**config.mk**
```make
export PLATFORM = sky130hd
export DESIGN_NAME = mem_ctrl
export DESIGN_NICKNAME = d
export VERILOG_FILES = /design/src/rtl/mem_ctrl.sv
export SDC_FILE = /design/constraint.sdc
export NUM_CORES = 2
export LEC_CHECK = 0
export CORE_MARGIN = 2
export CORE_UTILIZATION = 50
export CTS_BUF_LIST = sky130_fd_sc_hd__clkbuf_2 sky130_fd_sc_hd__clkbuf_4 sky130_fd_sc_hd__clkbuf_8
export CTS_CLUSTER_DIAMETER = 200
export CTS_CLUSTER_SIZE = 10
export DETAILED_ROUTE_END_ITERATION = 10
export MAX_ROUTING_LAYER = met4
export PLACE_DENSITY = 0.74
export SYNTH_ARGS = -nofsm -noshare
export SYNTH_HDL_FRONTEND = slang
export SYNTH_SLANG_ARGS = --single-unit
```
**constraint.sdc**
```tcl
create_clock -name clk -period 2.11 [get_ports clk]
set_clock_uncertainty 0.05 [all_clocks]
set_input_delay 0.422 -clock clk [delete_from_list [all_inputs] [get_ports clk]]
set_output_delay 0.422 -clock clk [all_outputs]
set_load 0.05 [all_outputs]
```
**src/rtl/mem_ctrl.sv**
```systemverilog
// mem_ctrl: 256x16 sync RAM, pipelined reads, sticky error, optional MMIO.
// Define MEM_CTRL_MMIO_EN to enable the LED (9'h100) and switch (9'h140) port.
module mem_ctrl #(
   parameter int    DATA_W    = 16,
   parameter int    RAM_AW    = 8,
   parameter int    READ_LAT  = 1,
   parameter string INIT_FILE = ""
) (
   input  logic              clk,
   input  logic              reset,
   input  logic [1:0]        mem_cmd,
   input  logic [8:0]        mem_addr,
   input  logic [DATA_W-1:0] write_data,
   input  logic [7:0]        sw,
   output logic [DATA_W-1:0] read_data,
   output logic              read_valid,
   output logic              mem_err,
   output logic [7:0]        led
);

   localparam int WORDS = 1 << RAM_AW;

   typedef enum logic [1:0] {
      MNONE  = 2'b00,
      MREAD  = 2'b01,
      MWRITE = 2'b10,
      MRSVD  = 2'b11
   } cmd_t;

   logic [DATA_W-1:0] ram [WORDS];
   logic [RAM_AW-1:0] idx;
   logic              is_rd, is_wr, is_rsv;
   logic              ram_hit, led_hit, sw_hit, mapped;
   logic              err_now;
   logic [DATA_W-1:0] rd_mux;
   logic [DATA_W-1:0] s0_data;
   logic              s0_valid;

   if (READ_LAT != 1 && READ_LAT != 2) begin : g_bad_lat
      $error("mem_ctrl: READ_LAT must be 1 or 2");
   end

   assign idx     = mem_addr[RAM_AW-1:0];
   assign is_rd   = mem_cmd == MREAD;
   assign is_wr   = mem_cmd == MWRITE;
   assign is_rsv  = mem_cmd == MRSVD;
   assign ram_hit = ~mem_addr[8];

`ifdef MEM_CTRL_MMIO_EN
   assign led_hit = mem_addr == 9'h100;
   assign sw_hit  = mem_addr == 9'h140;
`else
   assign led_hit = 1'b0;
   assign sw_hit  = 1'b0;
`endif

   assign mapped  = ram_hit | led_hit | sw_hit;
   // Unmapped access, reserved command, or store to the read-only switch port
   assign err_now = is_rsv
                  | ((is_rd | is_wr) & ~mapped)
                  | (is_wr & sw_hit);

   // Read source select; unmapped reads return zero
   always_comb begin
      rd_mux = '0;
      if (ram_hit) begin
         rd_mux = ram[idx];
      end
`ifdef MEM_CTRL_MMIO_EN
      else if (sw_hit) begin
         rd_mux = {{(DATA_W-8){1'b0}}, sw};
      end
`endif
   end

   // RAM store port; contents survive reset
   always_ff @(posedge clk) begin
      if (is_wr && ram_hit) begin
         ram[idx] <= write_data;
      end
   end

   // Read stage 0: capture data and valid at the command edge
   always_ff @(posedge clk or posedge reset) begin
      if (reset) begin
         s0_valid <= 1'b0;
         s0_data  <= '0;
      end else begin
         s0_valid <= is_rd;
         if (is_rd) begin
            s0_data <= rd_mux;
         end
      end
   end

   if (READ_LAT == 2) begin : g_lat2
      logic [DATA_W-1:0] s1_data;
      logic              s1_valid;
      // Read stage 1: extra register, holds last result between reads
      always_ff @(posedge clk or posedge reset) begin
         if (reset) begin
            s1_valid <= 1'b0;
            s1_data  <= '0;
         end else begin
            s1_valid <= s0_valid;
            if (s0_valid) begin
               s1_data <= s0_data;
            end
         end
      end
      assign read_data  = s1_data;
      assign read_valid = s1_valid;
   end else begin : g_lat1
      assign read_data  = s0_data;
      assign read_valid = s0_valid;
   end

   // Sticky error flag, cleared only by reset
   always_ff @(posedge clk or posedge reset) begin
      if (reset) begin
         mem_err <= 1'b0;
      end else if (err_now) begin
         mem_err <= 1'b1;
      end
   end

`ifdef MEM_CTRL_MMIO_EN
   // LED register written through 9'h100
   always_ff @(posedge clk or posedge reset) begin
      if (reset) begin
         led <= 8'h00;
      end else if (is_wr && led_hit) begin
         led <= write_data[7:0];
      end
   end
`else
   logic unused_sw;
   assign unused_sw = ^sw;
   assign led       = 8'h00;
`endif

endmodule

```
-- Word-level counts from Yosys, hierarchy flattened
Memory sizes are Yosys's and may differ from the RTL's.
Cells that the tools add are included.
- flip-flop bits (word level): 18
- bits in latches: 0
- RAM bits: 4096
- ROM bits: 0
- memories: 1
- memories (memory ; words ; bits a word ; rd ports ; clocked after memory_dff ; write ports ; RTL line ; RTL):
    ram ; 256 ; 16 ; 1 ; 0 ; 1 ; 30 ; logic [DATA_W-1:0] ram [WORDS];
- add/subtract/negate cells: 0
- multipliers: 0
- divide/modulo/power cells: 0
- magnitude comparators: 0
- equal/unequal tests: 3
- shift operators: 0
- mux-type cells: 3
- bitwise gates (word level): 4
- reduce and logical (&&, ||, !) cells: 1
- operators by type and width (kind ; count):
    $mux W16 ; 1
    $eq A2 B2 Y1 const B ; 2
    $eq A2 B1 Y1 const B ; 1
    $mux W1 ; 2
    $or A1 B1 Y1 ; 2
    $and A1 B1 Y1 ; 1
    $logic_and A1 B1 Y1 ; 1
    $not A1 Y1 ; 1

-- Depth between registers and ports, before layout
- word-level depth: 4
- depth in mapped cells: 13
- depth with buffers taken out: 8

-- Worst setup path after synthesis
OpenSTA, ideal clock, no wires.
- kind: input-to-reg
- from: input mem_addr[1]
- to: memory ram[184][0], enable pin
- arrival: 2.884 ns
- required time: 1.672 ns
- setup slack: -1.212 ns
- cell stages on the path: 10
- buffers on the path: 7
- cell sequence: buf_6 > buf_6 > buf_4 > buf_4 > buf_4 > buf_2 > nor3b_1 > nand2_1 > clkbuf_1 > nor2_1
- RTL lines (element ; RTL line ; RTL):
    start, declared ; 12 ; input logic [8:0] mem_addr,
    end, declared ; 30 ;
Straight into the memory's write port.

-- Final worst setup path
- from: memory ram[42][11]
- to: register s0_data[11], in the netlist read_data[11]
- cells in the longest elaborated chain, start to end: 2
- RTL lines (element ; RTL line ; RTL):
    $mem_v2 Z256 W16 ; -- ;
    $mux W16 ; 66 ; if (ram_hit) begin
    end signal, assigned ; 91 ; s0_data <= rd_mux;
    end, declared ; 36 ; logic [DATA_W-1:0] s0_data;
No other way between the ends.
A chain may end at the register's enable or synchronous reset.

==> out/qor.csv <==
stage,metric,value,unit
layout,stdcell_area,186000,µm²
layout,final_common_cell,edfxtp_1,
layout,fin_util,59.1,%
synth,synthArstFlopShare,0.438,%
timing,rsz0062_at_grt,true,
outcome,violations,negative setup slack,
floorplanning,rows,206,
synth,ys_warn_count,0,
place,place_ws,-1960,ps
synth,syn_avg_cell_area,20.7,µm²
timing,fin_crit,2570,ps
layout,n_fill_cell,21589,
routing,drtIter0Drc,11920,
power_and_ir_drop,intPower,114,mW
worst_setup_path,end_kind,flop,
synth,synth-edff-count,4096,
timing,slew_violations,0,
timing,clock.fmax,0.389,GHz
floorplanning,die_w,567,µm
layout,stdcell_count,13123,
power_and_ir_drop,power_frac_comb,6.7,%
timing,worstMarginPinSlew,1330,ps
synth,ys.flop_type,edfxtp_1,
timing,setup_viol,34,
timing,finalCritPeriodShare,122,%
synth,synth_compound_area_share,4.20,%
clocking,cts_root_buffer,clkbuf_8,
floorplanning,start_util,50.2,%
synth,synth_area,158000,µm²
grt,grt_use_total,26.1,%
synth,synthAdderAreaFrac,0.0237,%
power_and_ir_drop,max-vdd-ir-drop,0.621,mV
floorplanning,dieArea,321000,µm²
clocking,cts_buffers,449,
clocking,clk_latency,1180,ps
power_and_ir_drop,leakage,59.7,nW
layout,syn2layout_area_growth,17.7,%
hold_path,min_from,mem_cmd[1],
power_and_ir_drop,p_clk_share,31.8,%
worst_setup_path,required,3110,ps
worst_setup_path,rr_startpoint,ram[42][11],
synth,synth_xor_xnor_area_share,0,%
place,port_buffers,46,
floorplanning,die_h,567,µm
worst_setup_path,critPathKind,flop to flop,
place,gp_congestion,0.925,
synth,ys_seq_area_share,78.0,%
grt,grt_pass1_vias,83197,
place,hpwl,266,mm
routing,drc_errors,0,
routing,wl_per_cell,31.4,µm
grt,grt_overflow,0,
synth,muxShareOfSynthArea,14.2,%
layout,nets,8927,
outcome,status,"complete, but fails checks",
grt,grt_pass1_wl,590,mm
clocking,cts_tree,done,
timing,hold_viol_final,0,
floorplanning,ios,63,
synth,ys_seq_elements,4114,
synth,synth_area_leaders,"edfxtp_1 78%, mux4_2 9.7%, mux2i_1 4.0%",
place,placed_cell_area,178000,µm²
hold_path,hold_class,primary input to flop,
worst_setup_path,crit_path_start_kind,flop,
timing,whs,73.1,ps
clocking,path_clk_slew,80,ps
synth,synth_top_area_share,77.7,%
place,dpl.cell_count,12581,
layout,drive_above_1_share,32.9,%
worst_setup_path,startpoint,ram[42][11],
routing,dr_total_vias,83703,
grt,grt_max_degree,105,
flow_run,max-cap-violations,0,
timing,fin_ws,-461,ps
clocking,cts_sinks,4114,
routing,drt_pass1_iterations,6,
worst_setup_path,cp_max_fo,2,
power_and_ir_drop,sw_frac_of_total,22.2,%
layout,layout.cells.most_common_list,"4096 x edfxtp_1, 678 x mux4_2, 671 x buf_4",
routing,vias_per_cell,6.38,
power_and_ir_drop,power.density,785,nW/µm²
synth,synthSimpleGateAreaFrac,2.06,%
synth,synth_top_family_by_area,multiplexers,
timing,relSlewSlack,11.0,%
synth,ys_types,60,
routing,wl,412,mm
synth,yosys.area.top_type,edfxtp_1,
worst_setup_path,cp.arrival,3570,ps
floorplanning,fp.coreArea,315000,µm²
power_and_ir_drop,power_switching,32.5,mW
clocking,clockBufferDepth,4,
routing,antenna_left,0,
hold_path,hold_depth,4,
worst_setup_path,reg2reg_depth,9,
power_and_ir_drop,seqPwrFrac,61.6,%
clocking,htree_levels,5,
synth,syn_inst,7659,
grt,antenna_found_initial,14,
-- metal layers --
metal | wire length (µm) | part of all wire, % | up-vias | track usage, %
met5 | 0 | 0 | - | -
met1 | 155000 | 38 | 43778 | 35.4
li1 | - | - | 34033 | -
met3 | 39800 | 9.7 | 766 | 3.75
met2 | 198000 | 48 | 5126 | 40.3
met4 | 18500 | 4.5 | 0 | 10.0
-- synthesized netlist by cell type, types with 26 or more instances --
cell type / n
a211oi_1: 47
a21oi_1: 168
a22o_1: 34
a22oi_1: 340
buf_1: 26
buf_2: 162
buf_4: 61
clkbuf_1: 190
edfxtp_1: 4096
mux2_2: 75
mux2i_1: 632
mux4_2: 678
nand2_1: 190
nand3_1: 89
nand4_1: 35
nor2_1: 321
o211ai_1: 48
o21ai_0: 121
o22ai_1: 46
-- flip-flops by register name (all words and copies together), names as in the netlist --
name	count
read_valid	1
read_data	16
mem_err	1
ram	4096
-- worst max-delay path: stages, from the launching register on --
cell and delay [ps]:
edfxtp_1 370, mux4_2 480, a21o_1 220, buf_4 160, nor2_1 130, nor2_2 70
a2111oi_2 330, buf_4 190, o311ai_1 150, a32o_1 300
-- path summary, 6_finish.rpt --
check	endpoint	slack, ps
max	read_data[11]	-460
min	read_valid	70
max reg2reg	read_data[11]	-460
min reg2reg	read_data[15]	600
max in group asynchronous	read_data[1]	1540
min in group asynchronous	mem_err	140
-- stage by stage --
stage / power, mW / TNS, ps
after floorplan: 95.9 / -2477870
after detailed placement: 101 / -2710480
after global placement: 101 / -2606960
after global routing: 150 / -11030
final: 146 / -9450
after CTS: 147 / -41290
-- kinds of logic (layout without fill, tap and decap cells) --
group	Yosys count	count (layout)
muxes	1385	1385
AOI/OAI and AO/OA	948	948
buffers and inverters	473	1761
other	1	17
and+or+nand+nor	735	735
adders and majority gates	3	3
DFF	4114	4114
-- power groups by stage --
stage          Clock, mW  Combinational (mW)  Sequential [mW]
2_1_floorplan          0                4.07             91.9
3_3_place_gp           0                9.18             91.8
6_report            46.4                9.77             90.0
4_1_cts             47.1                9.65             90.0
5_1_grt             49.8                10.1             89.9
3_5_place_dp           0                9.39             91.8
-- cell type report --
class | count | area (µm²) | share of cell area (%)
inverters | 10 | 37.5 | 0.0201
repair buffers | 1233 | 15600 | 8.36
multi-input cells | 3079 | 35100 | 18.8
clock inverters | 27 | 372 | 0.199
clock buffers | 491 | 6510 | 3.49
flip-flops and latches | 4114 | 123000 | 66.3
diodes | 9 | 22.5 | 0.0121
well taps | 4160 | 5200 | 2.79
-- timing repair --
| item | 4_1_cts | 5_1_grt |
|---|---|---|
| pin swaps | 73 | 34 |
| hold buffers | 20 | 0 |
| gates cloned | 0 | 1 |
| resized for setup | 197 | 50 |
| hold endpoints to repair | 4036 | 0 |
| setup endpoints to repair | 34 | 4129 |
| buffers inserted | 1 | 0 |
Power figures use the tool's default switching activity.
